`src/rtl/apple_pkg.sv`:
```
// rtl/apple_pkg.sv - shared types, widths and LFSR helper for the apple spawner
package apple_pkg;

  localparam int X_W    = 7;
  localparam int Y_W    = 6;
  localparam int LFSR_W = 16;

  localparam logic [LFSR_W-1:0] LFSR_TAPS     = 16'hB400;
  localparam logic [LFSR_W-1:0] DEF_LFSR_SEED = 16'hACE1;

  localparam int DEF_GRID_COLS = 64;
  localparam int DEF_GRID_ROWS = 48;
  localparam int DEF_MAX_TRIES = 32;

  typedef enum logic [1:0] {
    S_IDLE  = 2'd0,
    S_GEN   = 2'd1,
    S_QUERY = 2'd2,
    S_SCAN  = 2'd3
  } state_e;

  // Galois step: shift right, fold the taps back in when a one falls out
  function automatic logic [LFSR_W-1:0] lfsr_next(input logic [LFSR_W-1:0] s);
    return s[0] ? ((s >> 1) ^ LFSR_TAPS) : (s >> 1);
  endfunction

endpackage

```
`src/rtl/apple_lfsr.sv`:
```
// rtl/apple_lfsr.sv - free-running 16-bit Galois LFSR, seeded on reset
module apple_lfsr
  import apple_pkg::*;
#(
  parameter logic [LFSR_W-1:0] SEED = DEF_LFSR_SEED
) (
  input  logic              pclk,
  input  logic              rst_n,
  output logic [LFSR_W-1:0] lfsr_o
);

  logic [LFSR_W-1:0] state_q;

  // advance every cycle so request timing feeds into the candidate sequence
  always_ff @(posedge pclk or negedge rst_n) begin
    if (!rst_n) state_q <= SEED;
    else        state_q <= lfsr_next(state_q);
  end

  assign lfsr_o = state_q;

endmodule

```
`src/rtl/apple_spawner.sv`:
```
// rtl/apple_spawner.sv - picks a free grid cell for the apple; APPLE_SPAWN_SCAN_EN adds a linear scan fallback
module apple_spawner
  import apple_pkg::*;
#(
  parameter int              GRID_COLS = DEF_GRID_COLS,
  parameter int              GRID_ROWS = DEF_GRID_ROWS,
  parameter int              MAX_TRIES = DEF_MAX_TRIES,
  parameter logic [LFSR_W-1:0] LFSR_SEED = DEF_LFSR_SEED
) (
  input  logic           pclk,
  input  logic           rst_n,
  input  logic           spawn_req,
  output logic           busy,
  output logic           occ_req,
  output logic [X_W-1:0] q_x,
  output logic [Y_W-1:0] q_y,
  input  logic           occ_ack,
  input  logic           occ_hit,
  output logic [X_W-1:0] apple_x,
  output logic [Y_W-1:0] apple_y,
  output logic           apple_valid,
  output logic           spawn_done,
  output logic           spawn_fail
);

  localparam int TRY_W = $clog2(MAX_TRIES + 1);

  logic [LFSR_W-1:0] lfsr;
  logic [X_W-1:0]    cand_x;
  logic [Y_W-1:0]    cand_y;
  logic              cand_ok;
  logic              unused_lfsr_hi;

  state_e            state_q;
  logic [TRY_W-1:0]  tries_q;
  logic              busy_q, occ_req_q, apple_valid_q, spawn_done_q, spawn_fail_q;
  logic [X_W-1:0]    q_x_q, apple_x_q;
  logic [Y_W-1:0]    q_y_q, apple_y_q;

  apple_lfsr #(.SEED(LFSR_SEED)) u_lfsr (
    .pclk   (pclk),
    .rst_n  (rst_n),
    .lfsr_o (lfsr)
  );

  assign cand_x         = lfsr[6:0];
  assign cand_y         = lfsr[12:7];
  assign unused_lfsr_hi = ^lfsr[15:13];
  assign cand_ok        = ({1'b0, cand_x} < 8'(GRID_COLS)) && ({1'b0, cand_y} < 7'(GRID_ROWS));

`ifdef APPLE_SPAWN_SCAN_EN
  localparam int CELLS  = GRID_COLS * GRID_ROWS;
  localparam int SCAN_W = $clog2(CELLS + 1);

  logic [SCAN_W-1:0] scan_cnt_q;
  logic [X_W-1:0]    scan_x_d;
  logic [Y_W-1:0]    scan_y_d;

  // raster-order successor of the cell currently being queried
  always_comb begin
    scan_x_d = q_x_q + 7'd1;
    scan_y_d = q_y_q;
    if ({1'b0, q_x_q} == 8'(GRID_COLS - 1)) begin
      scan_x_d = '0;
      scan_y_d = ({1'b0, q_y_q} == 7'(GRID_ROWS - 1)) ? '0 : q_y_q + 6'd1;
    end
  end
`endif

  // spawn sequencer: draw, query, commit or give up; all outputs registered here
  always_ff @(posedge pclk or negedge rst_n) begin
    if (!rst_n) begin
      state_q       <= S_IDLE;
      tries_q       <= '0;
      busy_q        <= 1'b0;
      occ_req_q     <= 1'b0;
      q_x_q         <= '0;
      q_y_q         <= '0;
      apple_x_q     <= '0;
      apple_y_q     <= '0;
      apple_valid_q <= 1'b0;
      spawn_done_q  <= 1'b0;
      spawn_fail_q  <= 1'b0;
`ifdef APPLE_SPAWN_SCAN_EN
      scan_cnt_q    <= '0;
`endif
    end else begin
      spawn_done_q <= 1'b0;
      spawn_fail_q <= 1'b0;
      case (state_q)
        S_IDLE: begin
          if (spawn_req) begin
            state_q <= S_GEN;
            busy_q  <= 1'b1;
            tries_q <= '0;
          end
        end
        S_GEN: begin
          // out-of-grid draws just wait for the next LFSR value
          if (cand_ok) begin
            q_x_q   <= cand_x;
            q_y_q   <= cand_y;
            state_q <= S_QUERY;
          end
        end
        S_QUERY: begin
          // first cycle only raises the request so q_x/q_y lead occ_req
          if (!occ_req_q) begin
            occ_req_q <= 1'b1;
          end else if (occ_ack) begin
            if (!occ_hit) begin
              apple_x_q     <= q_x_q;
              apple_y_q     <= q_y_q;
              apple_valid_q <= 1'b1;
              spawn_done_q  <= 1'b1;
              occ_req_q     <= 1'b0;
              busy_q        <= 1'b0;
              state_q       <= S_IDLE;
            end else if (tries_q == TRY_W'(MAX_TRIES - 1)) begin
`ifdef APPLE_SPAWN_SCAN_EN
              // keep the request up and walk on from the last queried cell
              q_x_q      <= scan_x_d;
              q_y_q      <= scan_y_d;
              scan_cnt_q <= '0;
              state_q    <= S_SCAN;
`else
              spawn_fail_q <= 1'b1;
              occ_req_q    <= 1'b0;
              busy_q       <= 1'b0;
              state_q      <= S_IDLE;
`endif
            end else begin
              tries_q   <= tries_q + TRY_W'(1);
              occ_req_q <= 1'b0;
              state_q   <= S_GEN;
            end
          end
        end
`ifdef APPLE_SPAWN_SCAN_EN
        S_SCAN: begin
          if (occ_ack) begin
            if (!occ_hit) begin
              apple_x_q     <= q_x_q;
              apple_y_q     <= q_y_q;
              apple_valid_q <= 1'b1;
              spawn_done_q  <= 1'b1;
              occ_req_q     <= 1'b0;
              busy_q        <= 1'b0;
              state_q       <= S_IDLE;
            end else if (scan_cnt_q == SCAN_W'(CELLS - 1)) begin
              spawn_fail_q <= 1'b1;
              occ_req_q    <= 1'b0;
              busy_q       <= 1'b0;
              state_q      <= S_IDLE;
            end else begin
              scan_cnt_q <= scan_cnt_q + SCAN_W'(1);
              q_x_q      <= scan_x_d;
              q_y_q      <= scan_y_d;
            end
          end
        end
`endif
        default: state_q <= S_IDLE;
      endcase
    end
  end

  assign busy        = busy_q;
  assign occ_req     = occ_req_q;
  assign q_x         = q_x_q;
  assign q_y         = q_y_q;
  assign apple_x     = apple_x_q;
  assign apple_y     = apple_y_q;
  assign apple_valid = apple_valid_q;
  assign spawn_done  = spawn_done_q;
  assign spawn_fail  = spawn_fail_q;

endmodule
```
`config.mk`:
```
export PLATFORM = sky130hd
export DESIGN_NAME = apple_spawner
export DESIGN_NICKNAME = d
export VERILOG_FILES = /design/src/rtl/apple_pkg.sv /design/src/rtl/apple_lfsr.sv /design/src/rtl/apple_spawner.sv
export SDC_FILE = /design/constraint.sdc
export NUM_CORES = 1
export LEC_CHECK = 0
export BUFFER_PORTS_ARGS = -buffer_cell sky130_fd_sc_hd__buf_2
export CORE_MARGIN = 2
export CORE_UTILIZATION = 51
export DETAILED_ROUTE_END_ITERATION = 12
export HOLD_SLACK_MARGIN = 0.08
export PLACE_DENSITY_LB_ADDON = 0.1
export SLEW_MARGIN = 40
export SYNTH_ARGS = -nofsm -noshare
export SYNTH_HDL_FRONTEND = slang
export SYNTH_SLANG_ARGS = --single-unit
```
`constraint.sdc`:
```
create_clock -name pclk -period 2 [get_ports pclk]
set_input_delay 0.2 -clock pclk [delete_from_list [all_inputs] [get_ports pclk]]
set_output_delay 0.2 -clock pclk [all_outputs]
set_load 0.01 [all_outputs]
```
# Yosys cells after proc, flatten, opt, wreduce, memory -nomap -nowiden
# Index checks and enable logic that the tools add are counted.
dict set report totals {
  ff_bits 55
  inputBits 5
  wordCells 66
}
dict set report classes {
  order_cmp 2
  mux 31
  n_addsub 1
  n_eq_ne 10
  bitwise_logic 2
  reduce_logical 8
}
# op n
set ops {}
lappend ops {{6-bit 2-to-1 mux} 5}
lappend ops {{1-bit 2-to-1 mux} 18}
lappend ops {{16-bit 2-to-1 mux} 1}
lappend ops {{2-bit != test (second input constant)} 6}
lappend ops {{6-bit one-hot mux with 2 select lines} 1}
lappend ops {{2-bit 2-to-1 mux} 4}
lappend ops {{4-bit AND reduction} 2}
lappend ops {{7-bit < comparator (second input constant)} 1}
lappend ops {{6-bit by 1-bit adder with 6-bit output (second input constant)} 1}
lappend ops {{6-bit by 5-bit equality test with 1-bit output (second input constant)} 1}
lappend ops {{6-bit < comparator (second input constant)} 1}
lappend ops {{2-bit one-hot mux with 3 select lines} 1}
lappend ops {{6-bit AND reduction} 1}
lappend ops {{5-bit AND reduction} 1}
lappend ops {{3-bit inverter with 4-bit output} 1}
lappend ops {{3-bit != test (second input constant)} 1}
lappend ops {{2-bit by 1-bit equality test with 1-bit output (second input constant)} 1}
lappend ops {{2-bit equality test (second input constant)} 1}
lappend ops {{2-bit logical NOT} 1}
lappend ops {{1-bit one-hot mux with 2 select lines} 1}
lappend ops {{2-bit AND reduction} 1}
lappend ops {{2-bit nonzero test} 1}
lappend ops {{1-bit logical AND} 1}
lappend ops {{1-bit inverter} 1}

# Logic depth before layout (Yosys ltp)
# Gate-level depths: netlist of run 1.
dict set report depth {
  depth_word 6
  depth_mapped 6
  ltp_nobuf 5
}

# By module
# A second synthesis of run 1 with hierarchy kept.
dict set report unflattened {
  hier_cells 141
  hier_area_um2 2093.3
}
# module area_per_inst_um2 instances cells_each
set by_module_without_submodules {}
lappend by_module_without_submodules {apple_spawner 1656.6 1 122}
lappend by_module_without_submodules {apple_lfsr 436.7 1 19}

# Worst setup path before layout of run 1
# Ideal clock, no wire load.
dict set report synth_path {
  kind {register to register}
  from {register state_q[0]}
  to {register apple_x_q[0] (netlist: apple_x[0])}
  t_arrival_ns 1.267
  stages_incl_launch_ff 5
  path_buffers 1
  setup_slack_ns 0.608
  setup_time_ns 0.125
  required_ns 1.875
  period_less_slack_ns 1.392
  cell_sequence {dfrtp_1 nand4b_4 nor2_8 buf_8 mux2_4}
}
dict set report synth_via {
  elab_chain_len 2
}
# item line_no
set synth_rtl {}
lappend synth_rtl {{start, declared} apple_spawner.sv:34} ;# state_e state_q;
lappend synth_rtl {{start signal, assigned} apple_spawner.sv:73} ;# state_q <= S_IDLE;
lappend synth_rtl {{start signal, assigned} apple_spawner.sv:93} ;# state_q <= S_GEN;
lappend synth_rtl {{start signal, assigned} apple_spawner.sv:103} ;# state_q <= S_QUERY;
lappend synth_rtl {{2-bit equality test} apple_spawner.sv:90} ;# case (state_q)
lappend synth_rtl {{4-bit AND reduction (no line)} -}
lappend synth_rtl {{end signal, assigned} apple_spawner.sv:112} ;# apple_x_q <= q_x_q;
lappend synth_rtl {{end, declared} apple_spawner.sv:37} ;# logic [X_W-1:0] q_x_q, apple_x_q;
# Every way passes these cells.
# A chain may end at the register's enable or synchronous reset.

# Worst setup path in the final report of run 1
dict set report layout_path {
  from {register state_q[0]}
  to {register apple_x_q[6] (netlist: apple_x[6])}
}
# The elaborated chain is that of the path after synthesis.

==> out/metrics.cfg, run 1 <==
[run_status]
status = finished, final reports clean

[worst_setup_path]
crit_path_cell_trace = nand4b_4, nor2_8, mux2_2
end_kind = flip-flop
reg2reg_to = apple_x[6]
slowest_stage = dfrtp_1
worstSetupPathType = reg2reg
critPathMaxFanout = 15
r2r_cells = 3
cp.required_ps = 2190
timing.rr.start = state_q[0]
ff2ff_setup_slack_ps = 450
max_stage_delay_ps = 450
cp-start-kind = flip-flop
arrival_ps = 1740

[detailed_routing]
drc = 0
vias_per_cell = 5.27
vias = 1239
wl_met2_mm = 1.74
antenna_left = 0
drt_iter0_drc = 141
top_layer = met4
wl_mm = 3.58
met1_length_mm = 1.64
met3WireLength_um = 165
drt_first_pass_iters = 4
avgRoutedWirePerCell_um = 15.2

[cells_and_area]
mostFrequentLayoutCell = dfrtp_1
layout_common_cells = dfrtp_1 (47), buf_2 (35), mux2_2 (17)
area_growth_pct = 14.4
final_area_um2 = 2440
fin_nets = 190
antenna-diode-count = 0
nFillCells = 349
drive_above_1_share_pct = 44.9

[clock_network]
clock-sinks = 55
post_cts_resized = 0
cts-root-buf = clkbuf_8
cts_buffers = 5
htreeDepth = 2
insertion_delay_ps = 300
cts.path.max_buffers = 2
clk_pin_slew_ps = 100
hold_buffers = 1
postCtsSetupBuffers = 0
cts_tree = yes

[power]
peakVddDrop_mv = 0.604
pwr_density_cell_nw_per_um2 = 948
power.leakage_nw = 1.30

[job]
drv_cap = 0

[global_routing]
grt_start_max_net_pins = 30
first_global_vias = 1242
grt_overflow = 0
grt_util_all_layers_pct = 17.6
grt_pass1_wl_mm = 5.95
antenna_found_initial = 0

[place]
portBuffers = 35
placed_cell_area_um2 = 2350
dp_hpwl_mm = 2.44
routabilityCongestion = 0.852

[timing]
post-route-period-util_pct = 77.4
max_slew_margin_pct = 58.6
setup_viol = 0
clock_skew_ps = 9.51
min_period_ps = 1550
max_freq_mhz = 646
finalSetupTns_ps = 0
hold_viol = 0
rsz0062_at_grt = false
worstMarginPinSlew_ps = 621
drv_slew = 0

[die]
fp-row-count = 23
fp.dieH_um = 68.7
initial_core_util_pct = 53.0
core_region_area_um2 = 4030
ioPinCount = 36
die-area_um2 = 4720
die_w_um = 68.7

[yosys]
ys_top_cells_by_area = dfrtp_1 (55%), dfstp_2 (9.8%), mux2_2 (9.0%)
synth_seq_cells = 55
syn_inst = 144
synthesis.area_um2 = 2140
synth_top_area_cell = dfrtp_1
synth_async_sr_flop_share_pct = 100
syn_avg_cell_area_um2 = 14.8
synth_cell_type_count = 35
syn_nets = 150
synth_top_area_share_pct = 55.0
synth_edf_count = 0
synthFlopType = dfrtp_1
yosysSeqAreaShare_pct = 64.9
yosys_warnings = 0

[min_path]
min_to = state_q[1]
hold_path.class = in2reg
whs_path_depth = 4
min_from = occ_ack

## power by group
group,switching [mW],internal (mW)
Sequential,0.0877,1.18
Combinational,0.260,0.203
Clock,0.335,0.253
Total,0.682,1.64
## cells in the mapped netlist, types with 2 or more instances
cell and instances:
dfrtp_1 47, mux2_2 17, nand2_1 10, dfstp_2 8, mux2_4 8, a21oi_1 7, o21ai_0 6, nand3_1 5
nor2_1 5, xor2_1 3, a21o_1 2, buf_6 2, nor3_1 2
## final cells by class
type	instances	area, um2	area share [%]
sequential	55	1390	56.7
timing repair buffer	37	205	8.39
clock inverter	1	8.76	0.358
inverter	1	3.75	0.154
clock buffer	7	76.3	3.12
tap	50	62.6	2.56
multi-input combinational	84	702	28.7
## flip-flops by register name, indices dropped and copies added (netlist names)
signal         flops
apple_valid        1
u_lfsr.lfsr_o     16
q_y                6
state_q            2
spawn_done         1
busy               1
tries_q            6
occ_req            1
q_x                7
spawn_fail         1
apple_y            6
apple_x            7
## critical path: cells and delay by family, from the launching register on
family	cells	cell delay (ps)
flops	1	450
simple gates	2	620
mux	1	380
## layer usage
layer  vias to the layer above  GRT usage (%)
li1                        586              -
met1                       620           24.0
met2                        29           26.7
met3                         4           5.84
met4                         0           6.13
met5                         -              0
## cells by family (layout without fill, tap and decap cells)
logic type / after synthesis / in the layout / synth area share [%]
simple gates: 33 / 33 / 9.84
flops: 55 / 55 / 64.9
compound gates: 22 / 22 / 6.62
buf+inv: 5 / 46 / 2.28
xor+xnor: 3 / 3 / 1.23
fa+ha+maj: 1 / 1 / 0.585
mux: 25 / 25 / 14.6
## worst max-delay path by stage
stage	from	end	slack [ps]	cells past startpoint
after floorplan	state_q[0]	apple_x[0]	610	4
after global placement	state_q[0]	apple_y[0]	500	3
after detailed placement	state_q[0]	apple_x[6]	460	3
after CTS	state_q[0]	apple_x[6]	440	3
after global routing	state_q[0]	apple_y[5]	350	3
final	state_q[0]	apple_x[6]	450	3
## metrics by stage
stage | power (mW) | cells | util [%] | hold WS [ps] | setup WS (ps)
finish | 2.32 | 235 | 60.7 | 226 | 452
global route | 2.46 | 235 | 60.7 | 246 | 352
CTS | 2.35 | 235 | 60.7 | 218 | 439
detailed placement | 1.75 | 226 | 58.3 | 248 | 458
global placement | 1.73 | 226 | 58.3 | 236 | 502
floorplan | 1.63 | 144 | - | -95.6 | 608
(Power assumes the default switching activity.)
==> run 2, diff against run 1 <==
- CORE_UTILIZATION: 51 -> 49
- clock period: 2 -> 1.3 ns (I/O delays scaled with it)
==> run 2 against run 1 <==
The run now ends with negative setup slack left. Sequential cell count is the same. Utilization increased by 3.7 points. Clock skew is 4.8 ps lower. Wire length is 17% higher. Total power is 76% higher. Cell count rose by 8.9%. Worst hold slack got worse by 56 ps. Non-clock buffer count grew 19. Clock power grew 55%. First-iteration DRC count decreased by 24%. Design area grew 12%. Combinational power rose to 2.7 times the previous value. Largest cell class unchanged.
==> out/metrics.cfg, run 2 (same netlist as run 1, synthesis figures left out) <==
[cells_and_area]
antenna-diode-count = 0  ; unchanged
layout_common_cells = dfrtp_1 (46), buf_2 (35), mux2_4 (21)  ; was dfrtp_1 (47), buf_2 (35), mux2_2 (17)
drive_above_1_share_pct = 54.4  ; was 44.9%
fin_util_pct = 64.3  ; was 60.7%
mostFrequentLayoutCell = dfrtp_1  ; unchanged
seq_area_um2 = 1390  ; about the same
finalNonFillerCells = 256  ; was 235
nFillCells = 323  ; was 349
fin_nets = 209  ; was 190
largest_reg_flops = 16  ; unchanged
area_growth_pct = 28.4  ; was 14.4%
multi_input_area_um2 = 802  ; was 702 um2

[timing]
worstMarginPinSlew_ps = 283  ; was 621 ps
max_slew_margin_pct = 81.1  ; was 58.6%
drv_slew = 0  ; unchanged
max_freq_mhz = 738  ; was 646 MHz
rsz0062_at_grt = true  ; was false
setup_viol = 30  ; was 0
hold_viol = 0  ; unchanged
post-route-period-util_pct = 104  ; was 77.4%
min_period_ps = 1360  ; was 1550 ps
finalWorstSetupSlack_ps = -55.9  ; was 452 ps
clock_skew_ps = 4.75  ; was 9.51 ps

[power]
power.leakage_nw = 1.45  ; was 1.30 nW
p_clk_share_pct = 22.3  ; was 25.4%
pwr_density_cell_nw_per_um2 = 1480  ; was 948 nW/um2
internal_power_mw = 2.85  ; was 1.64 mW
power_frac_comb_pct = 31.2  ; was 20.0%
peakVddDrop_mv = 0.821  ; was 0.604 mV
switchingPower_mw = 1.22  ; was 0.682 mW
seqPwrFrac_pct = 46.5  ; was 54.7%
switching_share_pct = 29.9  ; was 29.4%

[worst_setup_path]
slowest_stage = dfrtp_2  ; was dfrtp_1
max_stage_delay_ps = 440  ; was 450 ps
reg2reg_to = tries_q[1]  ; was apple_x[6]
startpoint = state_q[1]  ; was state_q[0]
end_kind = flip-flop  ; unchanged
r2r_cells = 4  ; was 3
crit_path_cell_trace = or3b_4, and2_4, a22oi_2, nand2_1  ; was nand4b_4, nor2_8, mux2_2
cp-start-kind = flip-flop  ; unchanged
critPathMaxFanout = 5  ; was 15
timing.rr.start = state_q[1]  ; was state_q[0]
worstSetupPathType = reg2reg  ; unchanged
arrival_ps = 1550  ; was 1740 ps
cp-endpoint = tries_q[1]  ; was apple_x[6]
ff2ff_setup_slack_ps = -60  ; was 450 ps
cp.required_ps = 1500  ; was 2190 ps

[die]
die_w_um = 70.0  ; was 68.7 um
fp-row-count = 24  ; was 23
core_region_area_um2 = 4260  ; was 4030 um2
initial_core_util_pct = 50.1  ; was 53.0%
ioPinCount = 36  ; unchanged
die-area_um2 = 4910  ; was 4720 um2
fp.dieH_um = 70.0  ; was 68.7 um

[detailed_routing]
antenna_left = 0  ; unchanged
drt_iter0_drc = 107  ; was 141
drc = 0  ; unchanged
vias_per_cell = 5.23  ; was 5.27
avgRoutedWirePerCell_um = 16.4  ; was 15.2 um
drt_first_pass_iters = 4  ; unchanged
vias = 1339  ; was 1239
wl_mm = 4.20  ; was 3.58 mm

[run_status]
violations = negative setup slack
status = complete, but fails checks  ; was finished, final reports clean

[min_path]
hold_path.class = in2reg  ; unchanged

[job]
drv_cap = 0  ; unchanged

[clock_network]
clk_pin_slew_ps = 90  ; was 100 ps
clock-sinks = 55  ; unchanged
cts_tree = yes  ; unchanged
cts.path.max_buffers = 2  ; unchanged
insertion_delay_ps = 300  ; about the same
cts_buffers = 5  ; unchanged
cts-root-buf = clkbuf_8  ; unchanged
htreeDepth = 2  ; unchanged

[global_routing]
grt_start_max_net_pins = 56  ; was 30
grt_overflow = 0  ; unchanged
first_global_vias = 1478  ; was 1242
antenna_found_initial = 0  ; unchanged
grt_pass1_wl_mm = 7.37  ; was 5.95 mm
grt_util_all_layers_pct = 19.2  ; was 17.6%

[place]
dp_hpwl_mm = 2.71  ; was 2.44 mm
portBuffers = 35  ; unchanged
routabilityCongestion = 0.847  ; was 0.852
dpl.cell_count = 243  ; was 226

## run 2: changes by cell type in the layout (fill, tap and decap cells not counted), moves of 3 or more
| cell | change |
|---|---|
| mux2_2 | -13 |
| o21ai_0 | -4 |
| buf_12 | +3 |
| mux2_4 | +13 |
| o21ai_1 | +4 |
| buf_4 | +14 |
## run 2: layout make-up
| class | instances | area share [%] |
|---|---|---|
| inverter | 1 | 0.137 |
| multi-input combinational | 84 | 29.2 |
| clock buffer | 6 | 2.64 |
| sequential | 55 | 50.6 |
| tap | 52 | 2.37 |
| timing repair buffer | 56 | 14.6 |
| clock inverter | 2 | 0.456 |
## run 2: how the worst min path moves through the flow
| stage | start | to | slack (ps) | cells past startpoint |
|---|---|---|---|---|
| 3_3_place_gp | rst_n | apple_x[3] | 140 | 2 |
| 2_1_floorplan | rst_n | apple_valid | -170 | 0 |
| 6_report | spawn_req | state_q[0] | 170 | 3 |
| 5_1_grt | occ_hit | tries_q[2] | 190 | 3 |
| 3_5_place_dp | rst_n | apple_x[3] | 150 | 2 |
| 4_1_cts | spawn_req | state_q[0] | 170 | 3 |
## run 2: metal layers
metal	up-vias	GRT usage (%)	part of all wire [%]	routed length, um
li1	616	-	-	-
met1	683	25.0	43	1810
met2	34	32.8	51	2140
met3	6	4.47	4.8	203
met4	0	4.49	1.1	46
met5	-	0	0	0
## run 2: metrics by stage
| step | hold WS (ps) | worst slack, ps | area [um2] | power, mW | TNS [ps] |
|---|---|---|---|---|---|
| CTS | 167 | -84.2 | 2730 | 4.07 | -1320 |
| floorplan | -166 | -91.3 | 2140 | 2.52 | -985 |
| finish | 170 | -55.9 | 2740 | 4.07 | -936 |
| global route | 191 | -112 | 2740 | 4.31 | -2440 |
| global placement | 143 | -74.0 | 2490 | 2.88 | -764 |
| detailed placement | 148 | -167 | 2490 | 2.92 | -1510 |
## run 2: worst max-delay path, delay by kind of cell, from the launching register on
kind / cells / cell delay (ps)
and+or+nand+nor: 3 / 660
AOI/OAI and AO/OA: 1 / 140
DFF: 1 / 440
## run 2: power groups by stage
stage                     combinational, mW  sequential [mW]  clock (mW)
after floorplan                       0.541             1.98           0
after global placement                0.953             1.92           0
final                                  1.27             1.89       0.910
after detailed placement              0.990             1.93           0
after global routing                   1.39             1.91        1.02
after CTS                              1.24             1.89       0.937
## run 2: timing repair
action,CTS,global route
endpoints found under the setup margin,32,34
resized for setup,30,3
pin swaps,10,2
setup buffers,3,1
hold endpoints to repair,55,0
hold buffers,1,0
==> run 3, diff against run 2 <==
- CTS_BUF_LIST: default -> sky130_fd_sc_hd__clkbuf_16
==> run 3 against run 2 <==
The run still ends with negative setup slack left. Wire length shrank 2.0%. Non-clock buffer count shrank 1. Via count shrank 0.75%. Total power grew 6.5%. Clock-buffer cell count shrank 1. Clock power grew 42%. Fmax shrank 2.1%. Utilization is essentially flat. First-iteration DRC count shrank 34%.
==> out/metrics.cfg, run 3 (same netlist as run 1, synthesis figures left out) <==
[run_status]
status = complete, but fails checks  ; unchanged
violations = negative setup slack  ; unchanged

[clock_network]
htreeDepth = 2  ; unchanged
insertion_delay_ps = 290  ; was 300 ps
clock-sinks = 55  ; unchanged
cts-root-buf = clkbuf_16  ; was clkbuf_8
clk_pin_slew_ps = 70  ; was 90 ps
cts_buffers = 5  ; unchanged
cts.path.max_buffers = 2  ; unchanged
cts_tree = yes  ; unchanged

[power]
peakVddDrop_mv = 0.766  ; was 0.821 mV
pwr_density_cell_nw_per_um2 = 1580  ; was 1480 nW/um2
power.leakage_nw = 1.44  ; was 1.45 nW

[timing]
setup_viol = 18  ; was 30
clock_skew_ps = 6.95  ; was 4.75 ps
hold_viol = 0  ; unchanged
finalWorstSetupSlack_ps = -84.8  ; was -55.9 ps
post-route-period-util_pct = 107  ; was 104%
rsz0062_at_grt = true  ; unchanged
max_slew_margin_pct = 81.3  ; was 81.1%
drv_slew = 0  ; unchanged
worstMarginPinSlew_ps = 280  ; was 283 ps
min_period_ps = 1380  ; was 1360 ps
finalSetupTns_ps = -602  ; was -936 ps
max_freq_mhz = 722  ; was 738 MHz

[die]
ioPinCount = 36  ; unchanged
fp-row-count = 24  ; unchanged
core_region_area_um2 = 4260  ; unchanged
initial_core_util_pct = 50.1  ; unchanged
die-area_um2 = 4910  ; unchanged
die_w_um = 70.0  ; unchanged
fp.dieH_um = 70.0  ; unchanged

[detailed_routing]
drc = 0  ; unchanged
drt_iter0_drc = 71  ; was 107
drt_first_pass_iters = 4  ; unchanged
wl_mm = 4.12  ; was 4.20 mm
avgRoutedWirePerCell_um = 16.1  ; was 16.4 um
antenna_left = 0  ; unchanged
vias = 1329  ; was 1339
vias_per_cell = 5.21  ; was 5.23

[worst_setup_path]
slowest_stage = dfrtp_2  ; unchanged
cp-endpoint = tries_q[5]  ; was tries_q[1]
ff2ff_setup_slack_ps = -80  ; was -60 ps
max_stage_delay_ps = 440  ; about the same
end_kind = flip-flop  ; unchanged
worstSetupPathType = reg2reg  ; unchanged
critPathMaxFanout = 6  ; was 5
r2r_cells = 5  ; was 4
arrival_ps = 1570  ; was 1550 ps
cp-start-kind = flip-flop  ; unchanged
cp.required_ps = 1480  ; was 1500 ps
reg2reg_to = tries_q[5]  ; was tries_q[1]
crit_path_cell_trace = buf_4, and2b_2, o21ai_0, a21boi_1, a41o_1  ; was or3b_4, and2_4, a22oi_2, nand2_1
timing.rr.start = state_q[1]  ; unchanged
startpoint = state_q[1]  ; unchanged

[global_routing]
grt_overflow = 0  ; unchanged
grt_pass1_wl_mm = 6.84  ; was 7.37 mm
first_global_vias = 1411  ; was 1478
grt_start_max_net_pins = 56  ; unchanged
grt_util_all_layers_pct = 18.0  ; was 19.2%
antenna_found_initial = 0  ; unchanged

[cells_and_area]
antenna-diode-count = 0  ; unchanged
largest_reg_flops = 16  ; unchanged
area_growth_pct = 28.3  ; was 28.4%
nFillCells = 324  ; was 323
mostFrequentLayoutCell = dfrtp_1  ; unchanged
layout_common_cells = dfrtp_1 (46), buf_2 (35), mux2_4 (13), buf_4 (13), mux2_2 (12)  ; was dfrtp_1 (46), buf_2 (35), mux2_4 (21)
drive_above_1_share_pct = 54.7  ; was 54.4%
fin_nets = 208  ; was 209

[place]
routabilityCongestion = 0.847  ; unchanged
dp_slack_ps = -167  ; unchanged
portBuffers = 35  ; unchanged
dp_hpwl_mm = 2.71  ; unchanged

[job]
drv_cap = 0  ; unchanged

[min_path]
hold_path.class = in2reg  ; unchanged

## run 3: cell types whose count changed in the layout (fill, tap and decap cells not counted), moves of 2 or more
cell,previous run,this run
clkbuf_16,0,5
buf_6,0,3
mux2_4,21,13
clkbuf_8,5,0
mux2_2,4,12
buf_8,2,0
o21ai_1,5,3
## run 3: where the power goes
| group | switching [mW] | internal, mW |
|---|---|---|
| clock | 0.588 | 0.704 |
| combinational | 0.576 | 0.572 |
| sequential | 0.0795 | 1.82 |
| total | 1.24 | 3.10 |
## run 3: cell type report
class / instances / area (um2) / share of cell area [%]
clock buffers: 5 / 125 / 4.56
clock inverters: 3 / 16.3 / 0.593
inverters: 1 / 3.75 / 0.137
multi-input cells: 84 / 768 / 28.0
flip-flops and latches: 55 / 1390 / 50.6
well taps: 52 / 65.1 / 2.37
repair buffers: 55 / 377 / 13.7
## run 3: worst min-delay path by stage
stage / from / endpoint / slack [ps] / depth (start not counted)
final: occ_ack / state_q[1] / 190 / 4
after global routing: occ_hit / tries_q[2] / 220 / 3
after CTS: occ_ack / state_q[1] / 190 / 4
after detailed placement: rst_n / apple_x[3] / 150 / 2
after global placement: rst_n / apple_x[3] / 140 / 2
after floorplan: rst_n / apple_valid / -170 / 0
## run 3: layer usage
metal / vias to the layer above / global-route usage (%) / share of wire [%]
met3: 5 / 4.91 / 4.1
met1: 677 / 23.0 / 44
li1: 617 / - / -
met2: 30 / 29.3 / 50
met5: - / 0 / 0
met4: 0 / 7.05 / 1.9
## run 3: worst max-delay path, delay by kind of cell (launching register included)
| family | cells | cell delay [ps] |
|---|---|---|
| flip-flops | 1 | 440 |
| AO/OA/AOI/OAI | 3 | 430 |
| AND/OR/NAND/NOR | 1 | 240 |
| buffers and inverters | 1 | 150 |
## run 3: metrics by stage
stage	hold WS (ps)	total power [mW]	instance area (um2)	instances	utilization, %
after CTS	192	4.28	2700	253	63.2
after global routing	221	4.56	2740	255	64.3
after detailed placement	148	2.92	2490	243	58.4
final	185	4.34	2740	255	64.3
after global placement	143	2.88	2490	243	58.4
after floorplan	-166	2.52	2140	144	-
## run 3: what timing repair did
| action | in CTS | in global routing |
|---|---|---|
| hold buffers | 1 | 0 |
| hold endpoints to repair | 47 | 0 |
| pin swaps | 6 | 3 |
| gates resized for setup | 15 | 8 |
| endpoints found under the setup margin | 32 | 34 |
| setup buffers | 1 | 2 |
